`config.mk`:
```
export PLATFORM = sky130hd
export DESIGN_NAME = instr_fetch_buffer
export DESIGN_NICKNAME = d
export VERILOG_FILES = /design/src/rtl/instr_fetch_buffer.sv
export SDC_FILE = /design/constraint.sdc
export NUM_CORES = 1
export LEC_CHECK = 0
export BUFFER_PORTS_ARGS = -buffer_cell sky130_fd_sc_hd__buf_2
export CAP_MARGIN = 20
export CORE_ASPECT_RATIO = 0.8
export CORE_MARGIN = 8
export CORE_UTILIZATION = 40
export DETAILED_ROUTE_END_ITERATION = 6
export GPL_TIMING_DRIVEN = 0
export PLACE_DENSITY = 0.61
export SLEW_MARGIN = 20
export SYNTH_ARGS = -nofsm -noshare
export SYNTH_HDL_FRONTEND = slang
export SYNTH_SLANG_ARGS = --single-unit
```
`constraint.sdc`:
```
create_clock -name clk -period 5.8 [get_ports clk]
set_input_delay 1.16 -clock clk [delete_from_list [all_inputs] [get_ports clk]]
set_output_delay 1.16 -clock clk [all_outputs]
set_load 0.1 [all_outputs]
```
`src/rtl/instr_fetch_buffer.sv`:
```
// instr_fetch_buffer: fetch stage between program_counter and decode.
// Issues one instruction-memory read per PC value, queues {pc, instr} pairs
// in a DEPTH-entry FIFO and presents the head to decode over valid/ready.
// pc_en tells program_counter to advance (fetch retired) or load (flush).
// Optional feature macro: IFB_BYPASS_EN - when defined, an acked fetch into an
// empty FIFO is presented to decode in the same cycle and skips the FIFO if
// decode takes it immediately.
module instr_fetch_buffer #(
   parameter int DEPTH = 4,
   parameter int XLEN  = 32,
   parameter int ILEN  = 32
) (
   input  logic                     clk,
   input  logic                     rst,
   input  logic [XLEN-1:0]          pc,
   output logic                     pc_en,
   input  logic                     flush,
   output logic                     imem_req,
   output logic [XLEN-1:0]          imem_addr,
   input  logic                     imem_ack,
   input  logic [ILEN-1:0]          imem_rdata,
   output logic                     id_valid,
   input  logic                     id_ready,
   output logic [XLEN-1:0]          id_pc,
   output logic [ILEN-1:0]          id_instr,
   output logic [$clog2(DEPTH):0]   count
);

   localparam int PW = $clog2(DEPTH);
   localparam int CW = PW + 1;
   localparam logic [CW-1:0] FULL_CNT = CW'(DEPTH);

   typedef enum logic [1:0] {
      S_IDLE = 2'd0,
      S_WAIT = 2'd1,
      S_DROP = 2'd2
   } state_t;

   state_t            state_q, state_d;
   logic              issue;
   logic              fetch_done;
   logic              push, pop, byp_take;
   logic [CW-1:0]     cnt_q;
   logic [PW-1:0]     wr_ptr, rd_ptr;
   logic [XLEN-1:0]   addr_q;
   logic [XLEN-1:0]   pc_mem    [DEPTH];
   logic [ILEN-1:0]   instr_mem [DEPTH];

   // Byte-offset bits of pc are dropped: fetch addresses are word aligned.
   logic unused_pc_lsb;
   assign unused_pc_lsb = ^pc[1:0];

   // State register; reset abandons any outstanding read.
   always_ff @(posedge clk or posedge rst) begin
      if (rst) state_q <= S_IDLE;
      else     state_q <= state_d;
   end

   // Next-state: one outstanding read; a flushed read must still be waited out.
   always_comb begin
      state_d    = state_q;
      issue      = 1'b0;
      fetch_done = 1'b0;
      case (state_q)
         S_IDLE: begin
            if (!flush && (cnt_q < FULL_CNT)) begin
               issue   = 1'b1;
               state_d = S_WAIT;
            end
         end
         S_WAIT: begin
            if (imem_ack) begin
               state_d    = S_IDLE;
               fetch_done = !flush;
            end else if (flush) begin
               state_d = S_DROP;
            end
         end
         S_DROP: begin
            if (imem_ack) state_d = S_IDLE;
         end
         default: state_d = S_IDLE;
      endcase
   end

   assign imem_req  = (state_q != S_IDLE);
   assign imem_addr = addr_q;
   assign pc_en     = flush | fetch_done;

   // Fetch address is captured at issue and held for the whole request.
   always_ff @(posedge clk or posedge rst) begin
      if (rst)        addr_q <= '0;
      else if (issue) addr_q <= {pc[XLEN-1:2], 2'b00};
   end

`ifdef IFB_BYPASS_EN
   logic byp_fire;
   assign byp_fire = fetch_done && (cnt_q == '0);
   assign byp_take = byp_fire && id_ready;
   assign id_valid = (cnt_q != '0) || byp_fire;
   assign id_pc    = (cnt_q != '0) ? pc_mem[rd_ptr]    : (byp_fire ? addr_q     : '0);
   assign id_instr = (cnt_q != '0) ? instr_mem[rd_ptr] : (byp_fire ? imem_rdata : '0);
`else
   assign byp_take = 1'b0;
   assign id_valid = (cnt_q != '0);
   assign id_pc    = id_valid ? pc_mem[rd_ptr]    : '0;
   assign id_instr = id_valid ? instr_mem[rd_ptr] : '0;
`endif

   // Flush wins over a same-cycle pop; a bypassed fetch never enters the FIFO.
   assign push = fetch_done && !byp_take;
   assign pop  = (cnt_q != '0) && id_ready && !flush;

   // FIFO pointers and occupancy; pointers wrap naturally (DEPTH is a power of 2).
   always_ff @(posedge clk or posedge rst) begin
      if (rst) begin
         cnt_q  <= '0;
         wr_ptr <= '0;
         rd_ptr <= '0;
      end else if (flush) begin
         cnt_q  <= '0;
         wr_ptr <= '0;
         rd_ptr <= '0;
      end else begin
         if (push) wr_ptr <= wr_ptr + 1'b1;
         if (pop)  rd_ptr <= rd_ptr + 1'b1;
         case ({push, pop})
            2'b10:   cnt_q <= cnt_q + 1'b1;
            2'b01:   cnt_q <= cnt_q - 1'b1;
            default: cnt_q <= cnt_q;
         endcase
      end
   end

   // FIFO storage: data only, contents are don't-care until written.
   always_ff @(posedge clk) begin
      if (push) begin
         pc_mem[wr_ptr]    <= addr_q;
         instr_mem[wr_ptr] <= imem_rdata;
      end
   end

   assign count = cnt_q;

endmodule

```
==> parameters.txt <==
Parameter                              Value

Drt
  Post-detailed-routing wire length    between 20000 and 25000 µm
  DR iter-0 viols    240
  Final antenna-violating net count    0
  Per-cell via count in the routed design    a little under 5
  Routed len/inst    ~21 µm
  Routed vias    about 5500
  Residual DRC    0
  TritonRoute pass-1 iters    4

Setup path
  Most used cell along the critical path    buf_2
  CP cell instances    or3_1, buf_2, clkbuf_1, and2_1, buf_2
  Worst path required time    4.64 ns
  Cell with the largest stage delay on the worst path    dfrtp_1
  CP Max Fanout    10
  Setup Crit Path Kind    flip-flop to output pin
  Arrival time at the worst endpoint    around 2.6 ns
  Type of element launching the critical path    flip-flop
  Kind of end point of the critical path    output pin
  Max incr delay on CP    approximately 0.53 ns

Final layout
  Relative area change from synthesis to final layout    21.0%
  Fraction of layout instances using a drive strength above 1    45.8%
  Core Util, Final    a little under 50%
  NumNets Final    795

STA
  Sum Neg Setup Slack    0 ns
  Share of the clock period used by the worst path after layout    between 60 and 70%
  Number of failing hold endpoints at the final stage    0
  RSZ-0062 raised after global routing    false
  Final setup skew    about 0.016 ns
  Worst max-slew margin expressed relative to the limit    around 65%
  Upper clock frequency limit    ~0.27 GHz
  Min cycle time layout    between 3 and 4 ns
  Setup-failing EPs final    0
  Fin Hold WS    ~0.54 ns
  Final count of pins violating max slew    0
  Worst-margin pin slew    about 0.54 ns

Hold path
  Path class of the lowest-slack min-delay path    flip-flop to flip-flop

Clock network
  Buffers inserted during post-CTS setup optimization    0
  Clock H-tree levels    1
  Root cell of the clock tree    clkbuf_16
  Cells resized by post-CTS repair    0
  CTS Hold Buffers Added    0
  CTS Buffer Depth    3
  Clock-pin slew reported for the worst setup and hold paths after clock tree synthesis    0.06 ns
  Num CTS Buffers    29
  TritonCTS clock tree    yes
  Clk_lat worst skew    roughly 0.53 ns
  Clock Sink Count    287

Yosys
  Number of enable-type register cells in the synthesized netlist    roughly 250
  Flip-flop cell with the highest count after synthesis    edfxtp_1
  Sequential element share of the synthesized area    between 70% and 80%
  Library cells used by synthesis    34
  Synth Instances    518
  Number of flip-flops and latches in the synthesized netlist    about 290
  Synthesized cell area    11100 µm²
  Share of flip-flops with an asynchronous set or reset    between 10% and 20%
  Yosys Warn Count    0
  Mean instance size in the synthesized netlist    around 21 µm²

Die
  Placement row count    54
  I/O pins    ~170
  Floorplan core area    roughly 27000 µm²
  Die Width    ~200 µm
  Vert. Die Dim    about 170 µm
  DIE AREA    33400 µm²
  Starting Density    40.7%

GRT
  Number of antenna violations at the first check in global routing    1
  Vias in the first global route    around 6200
  Global-route wire length before repair    roughly 36000 µm
  Remaining Overflow, GRT    0
  Maximum number of pins on one net before global-route repair    36
  Overall track demand over capacity in global routing    about 14%

Placement
  Number of buffers inserted by port buffering    164
  Final RePlAce weighted congestion    a little over 0.7
  Estimated wirelength of the detail-placed design    15100 µm

Status
  Status    finished clean

Flow run
  Max-cap check violation count    0
[area by class of cell]
cell class              count  area (µm²)
flip-flops and latches    287        8420
multi-input cells         201        2490
plain buffers              30         203
well taps                 364         455
diodes                      1        2.50
clock buffers              45         856
clock inverters             8        71.3
inverters                   3        11.3
repair buffers            169         921
fillers                  2313       13900
[path summary, 6_finish.rpt]
| check | startpoint | to | slack [ns] | depth (start not counted) |
|---|---|---|---|---|
| min in group asynchronous | rst | imem_addr[25] | 0.61 | 2 |
| worst min register to register | imem_addr[25] | pc_mem[3][23] | 0.54 | 0 |
| worst max register to register | state_q[0] | instr_mem[2][6] | 3.65 | 4 |
| max in group asynchronous | rst | count[1] | 4.71 | 3 |
| worst min-delay path | imem_addr[25] | pc_mem[3][23] | 0.54 | 0 |
| worst max-delay path | count[2] | id_pc[5] | 2.05 | 5 |
[cells by family (layout without fill, tap and decap cells)]
group	count (synthesis)	after routing	share of synthesized area, %
AO/OA/AOI/OAI	3	3	0.315
XOR/XNOR	4	4	0.383
adder cells (fa/ha/maj)	5	5	0.631
buffers and inverters	33	255	1.93
flip-flops	287	287	75.8
multiplexers	95	95	15.9
other	1	5	0.0338
AND/OR/NAND/NOR	90	90	4.97
[cell usage in the layout (no fill, tap or decap), drive strengths merged, types with 5 or more instances in the layout]
master  count
clkbuf     51
clkinv      5
edfxtp    248
mux4       62
and2       67
dfrtp      39
buf       193
nor2        8
mux2       31
[cells in the mapped netlist, types with 2 or more instances]
master,n,share of area [%]
clkbuf_1,6,0.20
ha_1,4,0.45
dfrtp_1,39,8.8
mux2_2,30,3.0
xor2_1,2,0.16
nor2_1,8,0.27
or2_2,2,0.11
edfxtp_1,248,67
nor3_1,3,0.14
inv_1,3,0.10
buf_2,9,0.41
mux2i_1,2,0.18
buf_4,7,0.47
mux4_2,62,13
and2_1,67,3.8
buf_6,7,0.71
nand2_1,2,0.068
[critical path: cells and delay by family, from the launching register on]
kind,cells,cell delay (ns)
buf+inv,3,1.12
flops,1,0.53
simple gates,2,0.40
[registers in the layout, indices dropped and copies added, names as in the netlist]
signal and count:
rd_ptr 2, imem_addr 30, wr_ptr 2, pc_mem 120, state_q 2, instr_mem 128
count 3
[layer usage]
| metal | share of wire [%] | up-vias | routed length (µm) | track usage [%] |
|---|---|---|---|---|
| li1 | - | 2452 | - | - |
| met1 | 42 | 2857 | 9820 | 17.4 |
| met4 | 1.5 | 0 | 357 | 2.57 |
| met3 | 5.5 | 30 | 1280 | 2.92 |
| met5 | 0 | - | 0 | 0 |
| met2 | 51 | 151 | 11700 | 24.4 |
[per-stage QoR]
step	setup WS (ns)	std cells	instance area, µm²
after global placement	0.723	1049	12400
after CTS	1.98	1107	13400
after detailed placement	2.34	1054	12500
after global routing	1.87	1107	13400
after floorplan	1.39	521	11100
final	2.05	1108	13400
Power is not shown: default switching activity piles up to over one toggle a cycle in this logic, so the estimate is an artifact.
